<file path="config.mk">
export PLATFORM = sky130hd
export DESIGN_NAME = tdes_blk_mux_flat
export DESIGN_NICKNAME = d
export VERILOG_FILES = /design/src/rtl/tdes_pkg.sv /design/src/rtl/tdes_blk_mux_if.sv /design/src/rtl/tdes_skid2.sv /design/src/rtl/tdes_blk_mux.sv /design/src/flat_wrapper.sv
export SDC_FILE = /design/constraint.sdc
export NUM_CORES = 1
export LEC_CHECK = 0
export CORE_UTILIZATION = 35
export CTS_BUF_LIST = sky130_fd_sc_hd__clkbuf_8
export DETAILED_ROUTE_END_ITERATION = 8
export PLACE_DENSITY_LB_ADDON = 0.3
export RECOVER_POWER = 25
export SYNTH_ARGS = -nofsm -noshare
export SYNTH_HDL_FRONTEND = slang
export SYNTH_HIERARCHICAL = 1
export SYNTH_SLANG_ARGS = --single-unit
</file>
<file path="constraint.sdc">
create_clock -name clk -period 2.6 [get_ports clk]
set_clock_uncertainty 0.2 [all_clocks]
set_input_delay 0.39 -clock clk [delete_from_list [all_inputs] [get_ports clk]]
set_output_delay 0.39 -clock clk [all_outputs]
set_load 0.02 [all_outputs]
</file>
<file path="src/rtl/tdes_pkg.sv">
// Shared TDES datapath constants, channel indices and the DES odd-parity helper.
package tdes_pkg;

   localparam int DES_BLK_W  = 64;
   localparam int TDES_KEY_W = 192;

   // Conventional source channels of the block selector
   localparam int CH_PT  = 0;
   localparam int CH_FB  = 1;
   localparam int CH_IV  = 2;
   localparam int CH_KEY = 3;

   // Parity bit that gives the byte plus this bit an odd number of ones
   function automatic logic odd_par8(input logic [7:0] b);
      return ~(^b);
   endfunction

endpackage

</file>
<file path="src/rtl/tdes_blk_mux_if.sv">
// Bus bundle of the TDES block selector: source side, output side and status.
// Optional macro TDES_BLK_MUX_PARITY_EN adds the per-byte parity output out_par.
interface tdes_blk_mux_if #(
   parameter int DATA_W = 64,
   parameter int NUM_IN = 4,
   parameter int SEL_W  = 2
);
   logic [SEL_W-1:0]         sel;
   logic [NUM_IN*DATA_W-1:0] in_data;
   logic [NUM_IN-1:0]        in_valid;
   logic [NUM_IN-1:0]        in_ready;
   logic [DATA_W-1:0]        out_data;
   logic                     out_valid;
   logic                     out_ready;
   logic                     sel_err;
   logic [15:0]              xfer_cnt;
`ifdef TDES_BLK_MUX_PARITY_EN
   logic [DATA_W/8-1:0]      out_par;

   modport master (
      output sel, in_data, in_valid, out_ready,
      input  in_ready, out_data, out_valid, sel_err, xfer_cnt, out_par
   );
   modport slave (
      input  sel, in_data, in_valid, out_ready,
      output in_ready, out_data, out_valid, sel_err, xfer_cnt, out_par
   );
`else
   modport master (
      output sel, in_data, in_valid, out_ready,
      input  in_ready, out_data, out_valid, sel_err, xfer_cnt
   );
   modport slave (
      input  sel, in_data, in_valid, out_ready,
      output in_ready, out_data, out_valid, sel_err, xfer_cnt
   );
`endif
endinterface

</file>
<file path="src/rtl/tdes_skid2.sv">
// Generic two-entry valid/ready skid buffer. The main register drives the
// output; the skid register catches one word when the consumer stalls, so
// the producer-side ready depends only on registered state.
module tdes_skid2 #(
   parameter int DATA_W = 64
) (
   input  logic              clk,
   input  logic              rst_n,
   input  logic [DATA_W-1:0] in_data,
   input  logic              in_valid,
   output logic              in_ready,
   output logic [DATA_W-1:0] out_data,
   output logic              out_valid,
   input  logic              out_ready
);
   logic [DATA_W-1:0] main_reg;
   logic [DATA_W-1:0] skid_reg;
   logic              main_full_reg;
   logic              skid_full_reg;
   logic              push;
   logic              pop;

   assign in_ready  = !skid_full_reg;
   assign push      = in_valid && !skid_full_reg;
   assign pop       = main_full_reg && out_ready;
   assign out_valid = main_full_reg;
   assign out_data  = main_reg;

   // FIFO-ordered fill/drain of main and skid; skid is only used while main is held
   always_ff @(posedge clk) begin
      if (!rst_n) begin
         main_reg      <= '0;
         skid_reg      <= '0;
         main_full_reg <= 1'b0;
         skid_full_reg <= 1'b0;
      end else if (!main_full_reg) begin
         if (push) begin
            main_reg      <= in_data;
            main_full_reg <= 1'b1;
         end
      end else if (pop) begin
         if (skid_full_reg) begin
            main_reg      <= skid_reg;
            skid_full_reg <= 1'b0;
         end else if (push) begin
            main_reg <= in_data;
         end else begin
            main_full_reg <= 1'b0;
         end
      end else if (push) begin
         skid_reg      <= in_data;
         skid_full_reg <= 1'b1;
      end
   end

endmodule

</file>
<file path="src/rtl/tdes_blk_mux.sv">
// Registered N-way block selector for the TDES datapath: select/ready decode,
// a two-entry skid buffer, an output transfer counter and a sticky bad-select flag.
// Optional macro TDES_BLK_MUX_PARITY_EN stores odd byte parity with each block.
module tdes_blk_mux #(
   parameter int DATA_W = 64,
   parameter int NUM_IN = 4,
   parameter int SEL_W  = 2
) (
   input logic            clk,
   input logic            rst_n,
   tdes_blk_mux_if.slave  bus
);
   import tdes_pkg::*;

`ifdef TDES_BLK_MUX_PARITY_EN
   localparam int PAR_W = DATA_W / 8;
`else
   localparam int PAR_W = 0;
`endif
   localparam int ENT_W = DATA_W + PAR_W;

   logic              sel_ok;
   logic [DATA_W-1:0] sel_data;
   logic              push;
   logic              skid_ready;
   logic [ENT_W-1:0]  push_ent;
   logic [ENT_W-1:0]  head_ent;
   logic              head_valid;
   logic [15:0]       xfer_cnt_reg;
   logic              sel_err_reg;

   // Out-of-range selects accept nothing
   assign sel_ok = {{(32-SEL_W){1'b0}}, bus.sel} < 32'(NUM_IN);

   // Only the selected channel may see ready; held low through reset
   for (genvar gi = 0; gi < NUM_IN; gi++) begin : g_ready
      assign bus.in_ready[gi] = rst_n && skid_ready && sel_ok && (bus.sel == SEL_W'(gi));
   end

   assign push = |(bus.in_valid & bus.in_ready);

   // Route the selected channel's block to the capture path
   always_comb begin
      sel_data = '0;
      for (int k = 0; k < NUM_IN; k++) begin
         if (bus.sel == SEL_W'(k)) begin
            sel_data = bus.in_data[k*DATA_W +: DATA_W];
         end
      end
   end

`ifdef TDES_BLK_MUX_PARITY_EN
   logic [PAR_W-1:0] cap_par;

   // Parity is formed at capture so it travels with its block through the skid
   for (genvar gi = 0; gi < PAR_W; gi++) begin : g_par
      assign cap_par[gi] = odd_par8(sel_data[gi*8 +: 8]);
   end

   assign push_ent    = {cap_par, sel_data};
   assign bus.out_par = head_ent[DATA_W +: PAR_W];
`else
   assign push_ent = sel_data;
`endif

   tdes_skid2 #(
      .DATA_W (ENT_W)
   ) u_skid (
      .clk       (clk),
      .rst_n     (rst_n),
      .in_data   (push_ent),
      .in_valid  (push),
      .in_ready  (skid_ready),
      .out_data  (head_ent),
      .out_valid (head_valid),
      .out_ready (bus.out_ready)
   );

   assign bus.out_data  = head_ent[DATA_W-1:0];
   assign bus.out_valid = head_valid;
   assign bus.xfer_cnt  = xfer_cnt_reg;
   assign bus.sel_err   = sel_err_reg;

   // Count output transfers (natural 16-bit wrap) and latch any bad select seen with valid data
   always_ff @(posedge clk) begin
      if (!rst_n) begin
         xfer_cnt_reg <= 16'd0;
         sel_err_reg  <= 1'b0;
      end else begin
         if (head_valid && bus.out_ready) begin
            xfer_cnt_reg <= xfer_cnt_reg + 16'd1;
         end
         if (!sel_ok && (|bus.in_valid)) begin
            sel_err_reg <= 1'b1;
         end
      end
   end

endmodule

</file>
<file path="src/flat_wrapper.sv">
// flat-port wrapper written by rule: the top's interface ports become plain ports
module tdes_blk_mux_flat import tdes_pkg::*;
#(
   parameter int DATA_W = 64,
   parameter int NUM_IN = 4,
   parameter int SEL_W  = 2
)
  (clk, rst_n, bus_sel, bus_in_data, bus_in_valid, bus_out_ready, bus_in_ready, bus_out_data, bus_out_valid, bus_sel_err, bus_xfer_cnt);
  tdes_blk_mux_if #(.DATA_W(DATA_W), .NUM_IN(NUM_IN), .SEL_W(SEL_W)) bus_i ();
  input logic clk;
  input logic rst_n;
  input wire logic [$bits(bus_i.sel)-1:0] bus_sel;
  input wire logic [$bits(bus_i.in_data)-1:0] bus_in_data;
  input wire logic [$bits(bus_i.in_valid)-1:0] bus_in_valid;
  input wire logic [$bits(bus_i.out_ready)-1:0] bus_out_ready;
  output wire logic [$bits(bus_i.in_ready)-1:0] bus_in_ready;
  output wire logic [$bits(bus_i.out_data)-1:0] bus_out_data;
  output wire logic [$bits(bus_i.out_valid)-1:0] bus_out_valid;
  output wire logic [$bits(bus_i.sel_err)-1:0] bus_sel_err;
  output wire logic [$bits(bus_i.xfer_cnt)-1:0] bus_xfer_cnt;
  assign bus_i.sel = bus_sel;
  assign bus_i.in_data = bus_in_data;
  assign bus_i.in_valid = bus_in_valid;
  assign bus_i.out_ready = bus_out_ready;
  assign bus_in_ready = bus_i.in_ready;
  assign bus_out_data = bus_i.out_data;
  assign bus_out_valid = bus_i.out_valid;
  assign bus_sel_err = bus_i.sel_err;
  assign bus_xfer_cnt = bus_i.xfer_cnt;
  tdes_blk_mux #(.DATA_W(DATA_W), .NUM_IN(NUM_IN), .SEL_W(SEL_W)) u_core (.clk(clk), .rst_n(rst_n), .bus(bus_i));
endmodule
</file>
=== Word level (Yosys, flattened, before mapping) ===
Cells that the tools add are included.

* Flip-flop bits (word level): 146
* Input port bits: 265
* Word-level logic and storage cells: 39

* Bitwise logic cells: 2
* Add/sub/neg operators: 1
* Eq/ne operators: 4
* Reductions and logical operators: 13
* Mux-type cells: 14

{| class="wikitable"
|+ Operators with widths
! operator !! count
|-
| $mux 64 || 8
|-
| $add 16x1->16 const B || 1
|-
| $logic_and 1x1->1 || 7
|-
| $mux 1 || 6
|-
| $and 4x4->4 || 1
|-
| $eq 2x2->1 const B || 2
|-
| $reduce_or 4->1 || 1
|-
| $reduce_and 3->1 || 1
|-
| $eq 2x1->1 const B || 1
|-
| $logic_not 2->1 || 1
|-
| $ne 2x1->1 const B || 1
|-
| $reduce_and 2->1 || 1
|-
| $reduce_bool 2->1 || 1
|-
| $logic_not 1->1 || 1
|-
| $not 1->1 || 1
|}

=== Longest topological paths before layout ===
* Depth in word-level cells: 10
* Gate-level depth with buffers: 9
* Gate-level depth less buffers: 6

=== By module ===
The synthesis kept the hierarchy.

{| class="wikitable"
|+ By module, submodules not included
! module !! instances !! cells an instance !! area an instance (sq um) !! sequential area each (sq um)
|-
| tdes_skid2 || 1 || 512 || 5136.2 || 2602.5
|-
| tdes_blk_mux || 1 || 174 || 2359.8 || 320.3
|}

=== Least setup slack after synthesis ===
OpenSTA, ideal clock, no wires.

* Kind: input port to flip-flop
* From: input bus_sel[0]
* To: register u_core.u_skid.main_reg[0], in the netlist u_core/u_skid/out_data[0]
* Slack: 0.081 ns
* Data arrival time: 2.201 ns
* Cell stages on the path: 9
* Library setup time: 0.119 ns
* Path buffers: 4
* Cells stage by stage: clkbuf_1 buf_4 mux4_2 nor2b_1 nor2b_2 o21a_1 buf_6 buf_6 o221a_1

* Longest elaborated chain between the ends: 9
* Elaborated cells between the ends (all ways): 19

{| class="wikitable"
|+ RTL lines
! item !! line !! RTL
|-
| start, declared || flat_wrapper.sv:12 || <nowiki>input wire logic [$bits(bus_i.sel)-1:0] bus_sel;</nowiki>
|-
| $eq 2x1->1, or another cell as far along || tdes_blk_mux.sv:37 || <nowiki>assign bus.in_ready[gi] = rst_n && skid_ready && sel_ok && (bus.sel == SEL_W'(gi));</nowiki>
|-
| $logic_and 1x1->1 || tdes_blk_mux.sv:37 ||
|-
| $and 4x4->4 * || tdes_blk_mux.sv:40 || <nowiki>assign push = |(bus.in_valid & bus.in_ready);</nowiki>
|-
| $reduce_or 4->1 * || tdes_blk_mux.sv:40 ||
|-
| named net u_core.push || tdes_blk_mux.sv:24 || <nowiki>logic push;</nowiki>
|-
| $logic_and 1x1->1 * || tdes_skid2.sv:24 || <nowiki>assign push = in_valid && !skid_full_reg;</nowiki>
|-
| $mux 64 * || tdes_skid2.sv:37, tdes_skid2.sv:45 ||
|-
| $mux 64 || tdes_skid2.sv:42 || <nowiki>if (skid_full_reg) begin</nowiki>
|-
| $mux 64 || tdes_skid2.sv:41 || <nowiki>end else if (pop) begin</nowiki>
|-
| $mux 64 * || tdes_skid2.sv:36 || <nowiki>end else if (!main_full_reg) begin</nowiki>
|-
| end signal, assigned || tdes_skid2.sv:38 || <nowiki>main_reg <= in_data;</nowiki>
|-
| end signal, assigned || tdes_skid2.sv:43 || <nowiki>main_reg <= skid_reg;</nowiki>
|-
| end signal, assigned || tdes_skid2.sv:46 || <nowiki>main_reg <= in_data;</nowiki>
|-
| end, declared || tdes_skid2.sv:16 || <nowiki>logic [DATA_W-1:0] main_reg;</nowiki>
|}

The timed path passes the listed nets; every way through them passes the cells marked *. The select of a mux whose other input is x is not followed.
A chain may end at the register's enable or synchronous reset.

=== Final worst setup path ===
* From: input bus_in_valid[2]
* To: register u_core.u_skid.skid_reg[50]

* Longest elaborated chain between the ends: 4

{| class="wikitable"
|+ RTL lines
! item !! line !! RTL
|-
| start, declared || flat_wrapper.sv:14 || <nowiki>input wire logic [$bits(bus_i.in_valid)-1:0] bus_in_valid;</nowiki>
|-
| $and 4x4->4 || tdes_blk_mux.sv:40 ||
|-
| $reduce_or 4->1 || tdes_blk_mux.sv:40 ||
|-
| named net u_core.push || tdes_blk_mux.sv:24 ||
|-
| $logic_and 1x1->1 || tdes_skid2.sv:24 ||
|-
| $reduce_and 3->1 (no line) || - ||
|-
| end signal, assigned || tdes_skid2.sv:51 || <nowiki>skid_reg <= in_data;</nowiki>
|-
| end, declared || tdes_skid2.sv:17 || <nowiki>logic [DATA_W-1:0] skid_reg;</nowiki>
|}

The timed path passes the listed nets, and every way through them passes these cells.

==> results.sh <==
export IMPL_synthArstFlopShare_pct=0
export IMPL_postSynthNetCount=952
export IMPL_placed_cells=1267
export IMPL_chipWidth_um=148.3
export IMPL_synth_mux_area_share_pct=19.80
export IMPL_pwr_density_cell_nw_per_um2=485.7
export IMPL_initial_utilization_pct=35.66
export IMPL_globalRouteMet3Util_pct=5.368
export IMPL_cts_tree="built"
export IMPL_wl_per_cell_um=17.45
export IMPL_routed_via_count=6754
export IMPL_worstMarginPinSlew_ns=0.7851
export IMPL_final_layout_size_suffix_gt1_share_pct=12.50
export IMPL_synth_top_cell_area_share_pct=38.99
export IMPL_htreeDepth=4
export IMPL_synth_warnings=6
export IMPL_crit_path_end_kind="flip-flop"
export IMPL_cp_required_ns=2.76
export IMPL_synthesis_area_per_instance_um2=10.93
export IMPL_core_area_um2=21020
export IMPL_worst_ep_arrival_time_ns=2.57
export IMPL_vdd_ir_drop_worst_mv=0.2845
export IMPL_clk_root_buffer_cell="sky130_fd_sc_hd__clkbuf_8"
export IMPL_syn_to_final_growth_pct=55.73
export IMPL_finalCriticalPeriod_ns=2.411
export IMPL_power_share_clock_pct=33.1
export IMPL_global_route_usage_total_pct=20.75
export IMPL_combPwrFrac_pct=24.2
export IMPL_post_cts_resize_count=0
export IMPL_dr_pass1_iters=4
export IMPL_cts_buffers=17
export IMPL_tritoncts_num_sinks=146
export IMPL_grt_pass1_wl_um=35440
export IMPL_postCtsSetupRepairBufs=0
export IMPL_maxCapViolCount=0
export IMPL_xor_xnor_portion_of_the_synthesized_cell_area_pct=1.168
export IMPL_totalPowerFinal_mw=5.670
export IMPL_p_leak_nw=4.051
export IMPL_timing_critical_path_from_type="primary input"
export IMPL_synthCells=686
export IMPL_drt_first_iter_violations=356
export IMPL_worst_slew_margin_rel_pct=47.66
export IMPL_finalSetupViolations=0
export IMPL_clkTransAtPathRegs_ns=0.08
export IMPL_instances_no_fill=1300
export IMPL_run_status="complete, no violations"
export IMPL_top_usage_layer="met2"
export IMPL_clock_insertion_delay_worst_skew_ns=0.43
export IMPL_power_switching_mw=1.485
export IMPL_commonest_cells_in_the_netlist="sky130_fd_sc_hd__dfxtp_1, sky130_fd_sc_hd__nand2_1, sky130_fd_sc_hd__o21a_1, sky130_fd_sc_hd__mux4_2, sky130_fd_sc_hd__a21boi_1"
export IMPL_setup_total_negative_slack_ns=0
export IMPL_fp_row_count=53
export IMPL_ys_ff_latch=146
export IMPL_die_height_um=148.3
export IMPL_grt_met2_usage_pct=36.55
export IMPL_finish_utilization_pct=55.53
export IMPL_first_global_vias=6710
export IMPL_dominant_combinational_cell_family_by_area_after_synthesis="compound AO/OA/AOI/OAI gates"
export IMPL_intPower_mw=4.186
export IMPL_drv_slew=0
export IMPL_clockBufferDepth=2
export IMPL_cts_hold_buf=0
export IMPL_dpl_hpwl_um=16270
export IMPL_synth_distinct_cells=39
export IMPL_port_buffer_count=349
export IMPL_cell_types_with_the_largest_area_share_after_synthesis="sky130_fd_sc_hd__dfxtp_1, sky130_fd_sc_hd__mux4_2, sky130_fd_sc_hd__o221a_1"
export IMPL_antenna_found_initial=1
export IMPL_critPathMaxFanout=38
export IMPL_fin_nets=1277
export IMPL_routabilityCongestion=0.7325
export IMPL_report_final_hold_viol_count=0
export IMPL_post_route_drc_count=0
export IMPL_finalCritPeriodShare_pct=92.71
export IMPL_count_of_flip_flops_with_a_built_in_enable_after_synthesis=0
export IMPL_wl_um=22690
export IMPL_post_synth_simple_gate_area_pct=11.25
export IMPL_postSynth_topFlopCell="sky130_fd_sc_hd__dfxtp_1"
export IMPL_vias_per_cell=5.195
export IMPL_largest_net_degree_at_the_start_of_global_routing=87
export IMPL_worst_hold_path_type="flip-flop to flip-flop"
export IMPL_final_antenna_net_count=0
export IMPL_die_area_um2=22010
export IMPL_yosys_area_share_adder_pct=0.1669
export IMPL_synth_seq_area_share_pct=38.99
export IMPL_yosysTopAreaCell="sky130_fd_sc_hd__dfxtp_1"
export IMPL_i_o_pins=351
export IMPL_netSwitchingFraction_pct=26.18
export IMPL_rsz0062_at_grt="false"
export IMPL_final_global_route_overflow_total=0
export IMPL_worstSetupPathType="primary input to flip-flop"
export IMPL_pwr_share_seq_pct=42.6
export IMPL_synth_compound_area_share_pct=23.40
export IMPL_clock_fmax_mhz=414.8
export IMPL_synthMostInstantiatedCell="sky130_fd_sc_hd__dfxtp_1"
export IMPL_mappedNetlistArea_um2=7496
export IMPL_gr_usage_met1_pct=24.33
critical path, cell delays in order:
cell and delay (ns):
sky130_fd_sc_hd__clkdlybuf4s50_1 0.47, sky130_fd_sc_hd__mux4_2 0.23, sky130_fd_sc_hd__nor2b_1 0.19, sky130_fd_sc_hd__clkbuf_1 0.23
sky130_fd_sc_hd__and4bb_1 0.30, sky130_fd_sc_hd__clkbuf_4 0.48, sky130_fd_sc_hd__nand2_1 0.12, sky130_fd_sc_hd__a21boi_1 0.14
cell usage in the layout, fill, tap and decap left out, types with 2 or more instances in the layout:
| cell | netlist | layout |
|---|---|---|
| sky130_fd_sc_hd__clkinv_4 | 0 | 3 |
| sky130_fd_sc_hd__nor3_1 | 4 | 4 |
| sky130_fd_sc_hd__nand2b_1 | 3 | 3 |
| sky130_fd_sc_hd__xor2_1 | 6 | 6 |
| sky130_fd_sc_hd__inv_1 | 6 | 8 |
| sky130_fd_sc_hd__bufinv_16 | 0 | 3 |
| sky130_fd_sc_hd__dfxtp_1 | 146 | 146 |
| sky130_fd_sc_hd__buf_4 | 10 | 10 |
| sky130_fd_sc_hd__nor4_1 | 4 | 5 |
| sky130_fd_sc_hd__o21ai_0 | 3 | 3 |
| sky130_fd_sc_hd__a21boi_1 | 61 | 35 |
| sky130_fd_sc_hd__or3_1 | 3 | 4 |
| sky130_fd_sc_hd__mux4_2 | 65 | 65 |
| sky130_fd_sc_hd__nand2_2 | 1 | 2 |
| sky130_fd_sc_hd__mux2i_1 | 2 | 2 |
| sky130_fd_sc_hd__nand3_1 | 6 | 6 |
| sky130_fd_sc_hd__nand4_1 | 3 | 3 |
| sky130_fd_sc_hd__o221a_1 | 60 | 60 |
| sky130_fd_sc_hd__and2_1 | 11 | 7 |
| sky130_fd_sc_hd__nand2_1 | 137 | 136 |
| sky130_fd_sc_hd__and2_0 | 0 | 4 |
| sky130_fd_sc_hd__dlygate4sd3_1 | 0 | 11 |
| sky130_fd_sc_hd__clkdlybuf4s50_1 | 0 | 335 |
| sky130_fd_sc_hd__o221a_2 | 4 | 4 |
| sky130_fd_sc_hd__a21boi_0 | 8 | 34 |
| sky130_fd_sc_hd__xnor2_1 | 4 | 4 |
| sky130_fd_sc_hd__clkbuf_8 | 0 | 19 |
| sky130_fd_sc_hd__clkinvlp_4 | 0 | 3 |
| sky130_fd_sc_hd__buf_12 | 0 | 10 |
| sky130_fd_sc_hd__o21a_1 | 66 | 65 |
| sky130_fd_sc_hd__nor2_1 | 4 | 4 |
| sky130_fd_sc_hd__clkbuf_1 | 27 | 4 |
final timing paths:
check                         startpoint                    endpoint  slack [ns]  cells after the start
max reg2reg  u_core/u_skid/skid_full_reg  u_core/u_skid/skid_reg[50]        0.25                      8
min reg2reg   u_core/u_skid/skid_reg[30]  u_core/u_skid/skid_reg[30]        0.26                      2
min           u_core/u_skid/skid_reg[30]  u_core/u_skid/skid_reg[30]        0.26                      2
max                      bus_in_valid[2]  u_core/u_skid/skid_reg[50]        0.19                      8
metal layers:
| metal | wire (um) | share of wire, % |
|---|---|---|
| met5 | 0 | 0 |
| met4 | 372 | 1.6 |
| met3 | 1533 | 6.8 |
| met2 | 11770 | 52 |
| met1 | 9012 | 40 |
power by group through the flow:
stage                     clock [mW]  combinational [mW]  sequential, mW
after floorplan                    0               0.524            2.58
after global placement             0                1.38            2.47
after detailed placement           0                1.40            2.47
after CTS                       1.94                1.40            2.42
after global routing            2.04                1.46            2.43
final                           1.88                1.37            2.42
kinds of logic after synthesis:
| logic type | count (synthesis) |
|---|---|
| adders and majority gates | 1 |
| muxes | 67 |
| DFF | 146 |
| and+or+nand+nor | 186 |
| other | 1 |
| AOI/OAI and AO/OA | 203 |
| buffers and inverters | 72 |
| xor gates and xnor gates | 10 |
per-stage QoR:
stage | hold slack [ns] | worst slack (ns) | instance area [um^2]
floorplan | 0.2353 | 0.08062 | 7496
global placement | 0.2403 | 0.003885 | 11290
detailed placement | 0.2452 | -0.04387 | 11290
CTS | 0.2569 | 0.1464 | 11710
global route | 0.2802 | 0.02634 | 11670
finish | 0.2581 | 0.1894 | 11670
final cells by class:
| class | count | area (um^2) |
|---|---|---|
| antenna | 1 | 2.502 |
| clock buffer | 19 | 261.5 |
| clock inverter | 13 | 160.2 |
| fill | 1841 | 9348 |
| inverter | 6 | 22.52 |
| multi-input combinational | 468 | 4194 |
| sequential | 146 | 2923 |
| tap | 275 | 344.1 |
| timing repair buffer | 372 | 3766 |
(Power assumes the default switching activity.)
